**src/rtl/sw_capture_ctrl.sv**
```systemverilog
// sw_capture_ctrl: debounced, threshold-qualified capture of switch words into a
// small log, with timed replay of the log on the LEDs and the two hex digits.
// Optional feature macro: LOG_OVERWRITE_EN (when defined, a capture into a full
// log overwrites the oldest entry and replay starts from the oldest entry).
module sw_capture_ctrl #(
  parameter int DEBOUNCE_CYCLES = 500000,
  parameter int THRESHOLD       = 20,
  parameter int DEPTH           = 4,
  parameter int SHOW_CYCLES     = 50000000
) (
  input  logic       clk50_i,
  input  logic       rst_i,
  input  logic       btn_i,
  input  logic       mode_i,
  input  logic [9:0] sw_i,
  output logic [9:0] led_o,
  output logic [7:0] hex_val_o,
  output logic       full_o,
  output logic       play_o
);

  localparam int PTR_W = $clog2(DEPTH);
  localparam int CNT_W = PTR_W + 1;
  localparam int DB_W  = $clog2(DEBOUNCE_CYCLES + 1);
  localparam int TMR_W = $clog2(SHOW_CYCLES + 1);

  localparam logic [DB_W-1:0]  DB_LAST   = DB_W'(DEBOUNCE_CYCLES - 1);
  localparam logic [TMR_W-1:0] TMR_LAST  = TMR_W'(SHOW_CYCLES - 1);
  localparam logic [CNT_W-1:0] CNT_FULL  = CNT_W'(DEPTH);
  localparam logic [9:0]       SW_THRESH = 10'(THRESHOLD);

  // ---------------------------------------------------------------------------
  // Input conditioning: bit 0 is the push-button, bit 1 is the mode switch.
  // ---------------------------------------------------------------------------
  logic [1:0] raw_in;
  logic [1:0] db_lvl;

  assign raw_in = {mode_i, btn_i};

  genvar gi;
  generate
    for (gi = 0; gi < 2; gi++) begin : g_cond
      logic            s1_q;
      logic            s2_q;
      logic            db_q;
      logic [DB_W-1:0] cnt_q;

      // Two-flop synchronizer, then flip the level only after a full run of disagreement.
      always_ff @(posedge clk50_i) begin
        if (rst_i) begin
          s1_q  <= 1'b0;
          s2_q  <= 1'b0;
          db_q  <= 1'b0;
          cnt_q <= '0;
        end else begin
          s1_q <= raw_in[gi];
          s2_q <= s1_q;
          if (s2_q == db_q) begin
            cnt_q <= '0;
          end else if (cnt_q == DB_LAST) begin
            db_q  <= s2_q;
            cnt_q <= '0;
          end else begin
            cnt_q <= cnt_q + DB_W'(1);
          end
        end
      end

      assign db_lvl[gi] = db_q;
    end
  endgenerate

  logic btn_prev_q;
  logic press_q;
  logic mode_db;

  assign mode_db = db_lvl[1];

  // Single-cycle press pulse on a debounced rising edge; release is ignored.
  always_ff @(posedge clk50_i) begin
    if (rst_i) begin
      btn_prev_q <= 1'b0;
      press_q    <= 1'b0;
    end else begin
      btn_prev_q <= db_lvl[0];
      press_q    <= db_lvl[0] & ~btn_prev_q;
    end
  end

  // ---------------------------------------------------------------------------
  // Record / replay state machine
  // ---------------------------------------------------------------------------
  typedef enum logic {ST_REC, ST_PLAY} state_t;

  state_t             state_q,  state_d;
  logic [PTR_W-1:0]   wr_ptr_q, wr_ptr_d;
  logic [CNT_W-1:0]   count_q,  count_d;
  logic [PTR_W-1:0]   rd_idx_q, rd_idx_d;
  logic [TMR_W-1:0]   timer_q,  timer_d;
  logic [7:0]         acc_cnt_q, acc_cnt_d;
  logic [9:0]         last_q,   last_d;
  logic               log_we;
  logic [PTR_W-1:0]   rd_addr_d;
`ifdef LOG_OVERWRITE_EN
  logic [PTR_W-1:0]   oldest_q, oldest_d;
`endif

  logic [9:0] log_mem [DEPTH];
  logic [9:0] log_rd_q;

`ifdef LOG_OVERWRITE_EN
  // Replay index is logical (0 = oldest); map it onto the circular storage.
  assign rd_addr_d = oldest_d + rd_idx_d;
`else
  assign rd_addr_d = rd_idx_d;
`endif

  // Log storage: written from REC, read one cycle ahead of the displayed slot.
  always_ff @(posedge clk50_i) begin
    if (log_we) begin
      log_mem[wr_ptr_q] <= sw_i;
    end
    log_rd_q <= log_mem[rd_addr_d];
  end

  // State and bookkeeping registers; log contents are deliberately not reset.
  always_ff @(posedge clk50_i) begin
    if (rst_i) begin
      state_q   <= ST_REC;
      wr_ptr_q  <= '0;
      count_q   <= '0;
      rd_idx_q  <= '0;
      timer_q   <= '0;
      acc_cnt_q <= '0;
      last_q    <= '0;
`ifdef LOG_OVERWRITE_EN
      oldest_q  <= '0;
`endif
    end else begin
      state_q   <= state_d;
      wr_ptr_q  <= wr_ptr_d;
      count_q   <= count_d;
      rd_idx_q  <= rd_idx_d;
      timer_q   <= timer_d;
      acc_cnt_q <= acc_cnt_d;
      last_q    <= last_d;
`ifdef LOG_OVERWRITE_EN
      oldest_q  <= oldest_d;
`endif
    end
  end

  // Next-state logic; a mode change takes priority over a press in the same cycle.
  always_comb begin
    state_d   = state_q;
    wr_ptr_d  = wr_ptr_q;
    count_d   = count_q;
    rd_idx_d  = rd_idx_q;
    timer_d   = timer_q;
    acc_cnt_d = acc_cnt_q;
    last_d    = last_q;
    log_we    = 1'b0;
`ifdef LOG_OVERWRITE_EN
    oldest_d  = oldest_q;
`endif
    case (state_q)
      ST_REC: begin
        if (mode_db && (count_q != '0)) begin
          state_d  = ST_PLAY;
          rd_idx_d = '0;
          timer_d  = '0;
        end else if (press_q && (sw_i > SW_THRESH)) begin
          if (count_q < CNT_FULL) begin
            log_we    = 1'b1;
            wr_ptr_d  = wr_ptr_q + PTR_W'(1);
            count_d   = count_q + CNT_W'(1);
            acc_cnt_d = acc_cnt_q + 8'd1;
            last_d    = sw_i;
          end
`ifdef LOG_OVERWRITE_EN
          else begin
            // Full log: the oldest entry sits at wr_ptr, so overwrite and slide both pointers.
            log_we    = 1'b1;
            wr_ptr_d  = wr_ptr_q + PTR_W'(1);
            oldest_d  = oldest_q + PTR_W'(1);
            acc_cnt_d = acc_cnt_q + 8'd1;
            last_d    = sw_i;
          end
`endif
        end
      end
      ST_PLAY: begin
        if (!mode_db) begin
          state_d = ST_REC;
        end else if (press_q || (timer_q == TMR_LAST)) begin
          timer_d  = '0;
          rd_idx_d = ({1'b0, rd_idx_q} == (count_q - CNT_W'(1))) ? '0 : rd_idx_q + PTR_W'(1);
        end else begin
          timer_d = timer_q + TMR_W'(1);
        end
      end
      default: begin
        state_d = ST_REC;
      end
    endcase
  end

  logic       in_play;
  logic [3:0] rd_idx_hex;

  // Output mux: REC shows last accepted word and accept count, PLAY shows the log.
  always_comb begin
    in_play    = (state_q == ST_PLAY);
    rd_idx_hex = 4'(rd_idx_q);
    play_o     = in_play;
    full_o     = (count_q == CNT_FULL);
    led_o      = last_q;
    hex_val_o  = acc_cnt_q;
    if (in_play) begin
      led_o     = log_rd_q;
      hex_val_o = {rd_idx_hex, log_rd_q[3:0]};
    end
  end

endmodule
```
**config.mk**
```make
export PLATFORM = sky130hd
export DESIGN_NAME = sw_capture_ctrl
export DESIGN_NICKNAME = d
export VERILOG_FILES = /design/src/rtl/sw_capture_ctrl.sv
export SDC_FILE = /design/constraint.sdc
export NUM_CORES = 1
export LEC_CHECK = 0
export ABC_CLOCK_PERIOD_IN_PS = 5300
export BUFFER_PORTS_ARGS = -buffer_cell sky130_fd_sc_hd__buf_2
export CORE_MARGIN = 4
export CORE_UTILIZATION = 50
export DETAILED_ROUTE_END_ITERATION = 12
export PLACE_DENSITY_LB_ADDON = 0.12
export SLEW_MARGIN = 40
export SYNTH_ARGS = -nofsm -noshare
export SYNTH_HDL_FRONTEND = slang
export SYNTH_SLANG_ARGS = --single-unit
```
**constraint.sdc**
```tcl
create_clock -name clk50_i -period 5.3 [get_ports clk50_i]
set_clock_uncertainty 0.1 [all_clocks]
set_input_delay 1.06 -clock clk50_i [delete_from_list [all_inputs] [get_ports clk50_i]]
set_output_delay 1.06 -clock clk50_i [all_outputs]
set_load 0.02 [all_outputs]
```
==> results.cfg, run 1 <==
[logic_synthesis]
synth-simple-area-share = 0.193
netlist_area_um2 = 6460
synth_nets = 669
yosys_register_bits = 148
yosys.area.top_type = dfxtp_1
muxShareOfSynthArea = 0.0729
synth-edff-count = 40
synth_xor_xnor_area_share = 0.0610
ys.flop_type = dfxtp_1
synth_top_family_by_area = simple AND/OR/NAND/NOR gates
ys_warn_count = 0
synth_cell_types = 54
async_flop_share = 0
ys_top_cells_by_area = dfxtp_1 (33%), edfxtp_1 (19%), mux2i_1 (5.9%)
synthTopCellsByCount = dfxtp_1 (108), nor2_1 (93), nand2_1 (45)
synth_fa_ha_area_frac = 0.0213
yosys.area.top_type_share = 0.335
yosys.cell_count.top_type = dfxtp_1
synth_compound_area_frac = 0.0949
yosysSeqAreaShare = 0.521
syn_avg_cell_area_um2 = 10.0
synthCells = 644

[clock_network]
clkSinkCount = 148
cts_tree = built
cts_htree_levels = 4
clk_latency_ns = 0.42
hold_buffers = 0
root_buffer = clkbuf_16
postCtsSetupBuffers = 0
ctsResizeCount = 0
cts_made_buffers = 17
clkTransAtPathRegs_ns = 0.06
cts_max_path_buffers = 2

[timing]
fin_crit_sh = 0.578
hold_violations = 0
slew_headroom = 0.524
finalSetupViolCount = 0
max_freq_mhz = 326
rsz0062_at_grt = no
finalSetupTns_ns = 0
whs_ns = 0.285
worst_slew_pin_slew_ns = 0.709
drv_slew = 0
fin_crit_ns = 3.07

[grt]
grt_pass1_wl_um = 21500
groute.usage.overall = 0.182
grt_remaining_overflow = 0
antenna_found_initial = 0
grt_pass1_vias = 4477
grt_max_degree = 47

[floorplan]
start_util = 0.512
coreArea_um2 = 12600
die_x_um = 122
core.rowCount = 41
boundaryPins = 34
die_area_um2 = 14800
die_y_um = 122

[worst_setup_path]
critPathLaunch = play_o$_SDFF_PP0_
r2r_cells = 9
endpoint = hex_val_o[5]
timing.rr.start = count_q[0]$_SDFFE_PP0P_
worstReg2RegEnd = log_rd_q[6]$_DFF_P_
r2r_slack_ns = 2.53
worstPathRequired_ns = 4.14
critPathCaptureType = primary output
critPathArrivalTime_ns = 1.91
critPathKind = reg2out
start_kind = flip-flop
crit_fanout = 23

[layout]
area_delta_synth_final_pct = 14.2
final_cell_area_um2 = 7370
fin_nets = 700
drive_gt1_frac = 0.131
final_core_util = 0.584
antenna_cells = 0

[hold_path]
hold_depth = 1
min_path_type = reg2reg

[detailed_routing]
first_pass_iters = 5
via_per_inst = 5.36
route.vias.total = 4607
ant_nets = 0
drt_iter0_markers = 345
wire_per_inst_um = 14.5
drc_errors = 0
wl_um = 12500

[power]
p_leak_nw = 2.71
vdd_drop_max_v = 0.000226
power_density_nw_per_um2 = 323

[status]
status = completed

[placed_design]
postPlaceCellArea_um2 = 6780
gp_congestion = 0.792
post-dp-hpwl_um = 8280
portBuffers = 33

[job]
cap_viol_max_count = 0
cell families (layout without fill, tap and decap cells):
| group | count (synthesis) | in the layout |
|---|---|---|
| AND/OR/NAND/NOR | 249 | 249 |
| flip-flops | 148 | 148 |
| AO/OA/AOI/OAI | 90 | 90 |
| buffers and inverters | 55 | 99 |
| multiplexers | 46 | 46 |
| XOR/XNOR | 45 | 45 |
| adder cells (fa/ha/maj) | 11 | 11 |
where the power goes:
part	switching, mW	internal (mW)
combinational	0.0188	0.00658
sequential	0.00104	1.16
clock	0.491	0.704
total	0.510	1.87
area by class of cell:
class | count | area [um^2]
clock inverter | 15 | 169
fill | 1095 | 5250
clock buffer | 17 | 425
sequential | 148 | 3360
multi-input combinational | 441 | 2880
inverter | 27 | 101
timing repair buffer | 40 | 218
tap | 172 | 215
state kept, by name, indices dropped and copies added, names as in the netlist, 2 cells and up:
register	cells
g_cond.s2_q	2
wr_ptr_q	2
rd_idx_q	2
g_cond.cnt_q	38
log_rd_q	10
acc_cnt_q	8
count_q	3
g_cond.db_q	2
g_cond.s1_q	2
last_q	10
log_mem	40
timer_q	26
cell usage in the layout (no fill, tap or decap), types with 21 or more instances in the layout:
cell type  synthesis  routed
nand2_1           45      45
mux2i_1           38      38
inv_1             27      27
edfxtp_1          40      40
nor2_1            93      92
xor2_1            21      21
buf_2              2      33
a21oi_1           29      29
xnor2_1           24      24
dfxtp_1          108     108
worst min-delay path by stage:
stage                          startpoint            endpoint
floorplan           btn_prev_q$_SDFF_PP0_  press_q$_SDFF_PP0_
global placement    btn_prev_q$_SDFF_PP0_  press_q$_SDFF_PP0_
detailed placement  btn_prev_q$_SDFF_PP0_  press_q$_SDFF_PP0_
global route        btn_prev_q$_SDFF_PP0_  press_q$_SDFF_PP0_
finish              btn_prev_q$_SDFF_PP0_  press_q$_SDFF_PP0_
CTS                 btn_prev_q$_SDFF_PP0_  press_q$_SDFF_PP0_
routing by layer:
metal | vias up | routed length, um | track usage
met1 | 2180 | 5970 | 0.242
met4 | 0 | 158 | 0.0707
met3 | 13 | 474 | 0.0474
li1 | 2346 | - | -
met5 | - | 0 | 0
met2 | 68 | 5860 | 0.286
per-stage QoR:
stage / power [mW] / setup slack [ns] / instances
final: 2.38 / 2.23 / 860
after global routing: 2.46 / 2.14 / 860
after CTS: 2.41 / 2.19 / 860
after detailed placement: 1.21 / 2.40 / 828
after global placement: 1.21 / 2.46 / 828
after floorplan: 1.20 / 2.62 / 644
critical path, cell delays in order (launching register included):
cell	delay, ns
dfxtp_1	0.60
buf_4	0.35
mux2_2	0.37
buf_2	0.16
(Power assumes the default switching activity.)
==> run 2: changes to the inputs <==
--- a/config.mk
+++ b/config.mk
@@ -5,7 +5,7 @@
 export SDC_FILE = /design/constraint.sdc
 export NUM_CORES = 1
 export LEC_CHECK = 0
-export ABC_CLOCK_PERIOD_IN_PS = 5300
+export ABC_CLOCK_PERIOD_IN_PS = 2750
 export BUFFER_PORTS_ARGS = -buffer_cell sky130_fd_sc_hd__buf_2
 export CORE_MARGIN = 4
 export CORE_UTILIZATION = 50
==> constraint.sdc (replaced) <==
create_clock -name clk50_i -period 2.75 [get_ports clk50_i]
set_clock_uncertainty 0.1 [all_clocks]
set_input_delay 0.55 -clock clk50_i [delete_from_list [all_inputs] [get_ports clk50_i]]
set_output_delay 0.55 -clock clk50_i [all_outputs]
set_load 0.02 [all_outputs]
==> run 2 against run 1 <==
Wire length grew 4.9%. Clock-buffer cell count is the same. Sequential share of layout area shrank 0.46 points. First-iteration DRC count grew 8.1%. Combinational power grew 100%. Critical path type is now reg2reg. Via count grew 3.2%. Largest power group is now sequential cells. Non-clock buffer count grew 13. Flip-flop and latch count is the same. Largest cell class unchanged. Worst hold slack lost 0.0075 ns. Power grew 86%. Sequential power grew 93%. Global-route usage grew 0.84 points.
==> results.cfg, run 2 (synthesized netlist as in run 1, its figures left out) <==
[worst_setup_path]
r2r_cells = 9
timing.rr.start = count_q[0]$_SDFFE_PP0P_
slowest_stage = dfxtp_1
worstPathRequired_ns = 2.95
path_cells = inv_1, ha_1, xnor2_1, o311ai_2, nor2_1, a211oi_4, buf_12, mux2i_1, mux2i_1
endpoint = log_rd_q[5]$_DFF_P_
critPathCaptureType = flip-flop
critPathArrivalTime_ns = 2.75
critPathKind = reg2reg
critPathMostFrequentCell = mux2i_1
start_kind = flip-flop
critPathLaunch = count_q[0]$_SDFFE_PP0P_
crit_fanout = 21
worstReg2RegEnd = log_rd_q[5]$_DFF_P_
r2r_slack_ns = 0.19
critPathMaxStageDelay_ns = 0.40

[detailed_routing]
drc_errors = 0
ant_nets = 0
first_pass_iters = 4
wl_um = 13100
drt_iter0_markers = 373
wire_per_inst_um = 15.0
via_per_inst = 5.44
route.vias.total = 4753

[grt]
grt_max_degree = 39
groute.layer.met3.usage = 0.0492
groute.usage.overall = 0.191
grt_pass1_vias = 4631
antenna_found_initial = 0
gr-usage-met1 = 0.250
grt_remaining_overflow = 0
grt_pass1_wl_um = 22300
grtUsageMet2 = 0.304
global_route.peak_usage_layer = met2

[clock_network]
clkTransAtPathRegs_ns = 0.06
clk_latency_ns = 0.42
cts_tree = built
cts_htree_levels = 4
ctsResizeCount = 0
clkSinkCount = 148
root_buffer = clkbuf_16
cts_made_buffers = 17
postCtsSetupBuffers = 0
hold_buffers = 0
cts_max_path_buffers = 2

[floorplan]
die_x_um = 122
coreArea_um2 = 12600
die_area_um2 = 14800
core.rowCount = 41
boundaryPins = 34
start_util = 0.512
die_y_um = 122

[layout]
fin_nets = 713
antenna_cells = 0
layout_commonest_cell = dfxtp_1
area_delta_synth_final_pct = 15.3
largest_reg_flops = 40
drive_gt1_frac = 0.148
final_cell_mix = dfxtp_1 (108), nor2_1 (92), nand2_1 (45)
top_regs = log_mem: 40 flops, g_cond.cnt_q: 38 flops, timer_q: 26 flops
regMostFlops = log_mem

[placed_design]
post-dp-hpwl_um = 8810
portBuffers = 33
gp_congestion = 0.859

[job]
cap_viol_max_count = 0

[timing]
drv_slew = 0
finalSetupViolCount = 0
rsz0062_at_grt = no
finalSetupTns_ns = 0
worst_slew_pin_slew_ns = 0.721
slew_headroom = 0.518
hold_violations = 0
max_freq_mhz = 391
fin_crit_ns = 2.56
fin_crit_sh = 0.929

[power]
power.total_mw = 4.43
vdd_drop_max_v = 0.000450
power_density_nw_per_um2 = 595
p_leak_nw = 2.77

[status]
status = completed

[hold_path]
min_path_type = in2reg
-- run 2: cell count changes in the layout (fill, tap and decap cells not counted), sizes merged --
cell / delta
buf: +13
bufinv: -2
inv: +2
-- run 2: routing by layer --
metal / up-vias / share of wire
met3: 13 / 0.040
met4: 0 / 0.014
met1: 2286 / 0.47
met2: 84 / 0.48
met5: - / 0
li1: 2370 / -
-- run 2: stage by stage --
step	cells	setup WS [ns]	util	hold WS, ns	area [um^2]
after floorplan	644	0.408	-	0.267	6460
after global placement	841	-0.00499	0.546	0.273	6890
after detailed placement	841	0.113	0.546	0.280	6890
after CTS	873	0.0750	0.590	0.251	7440
after global routing	873	0.0293	0.590	0.272	7450
final	873	0.195	0.590	0.278	7450
-- run 2: worst min path at each step --
stage	to	cells after the start	slack, ns	startpoint
after floorplan	press_q$_SDFF_PP0_	1	0.27	btn_prev_q$_SDFF_PP0_
after global placement	press_q$_SDFF_PP0_	1	0.27	btn_prev_q$_SDFF_PP0_
after detailed placement	press_q$_SDFF_PP0_	1	0.28	btn_prev_q$_SDFF_PP0_
after CTS	g_cond[0].s1_q$_SDFF_PP0_	2	0.25	btn_i
after global routing	log_mem[1][4]$_DFFE_PP_	1	0.27	sw_i[4]
final	log_mem[3][8]$_DFFE_PP_	1	0.28	sw_i[8]
-- run 2: layout make-up --
| cell class | instances | area (um^2) |
|---|---|---|
| Tap cell | 172 | 215 |
| Fill cell | 1118 | 5170 |
| Multi-Input combinational cell | 441 | 2890 |
| Timing Repair Buffer | 53 | 328 |
| Inverter | 27 | 101 |
| Sequential cell | 148 | 3360 |
| Clock buffer | 17 | 425 |
| Clock inverter | 15 | 121 |
-- run 2: critical path: cells and delay by family (launching register included) --
family                   cells  cell delay [ns]
buffers and inverters        2             0.34
XOR/XNOR                     1             0.16
multiplexers                 2             0.34
flip-flops                   1             0.40
AND/OR/NAND/NOR              1             0.13
adder cells (fa/ha/maj)      1             0.34
AO/OA/AOI/OAI                2             0.62
-- run 2: power by group --
group / total (mW) / internal (mW) / switching, mW
Sequential: 2.24 / 2.24 / 0.00199
Combinational: 0.0510 / 0.0137 / 0.0373
Clock: 2.14 / 1.18 / 0.960
Total: 4.43 / 3.43 / 1.00
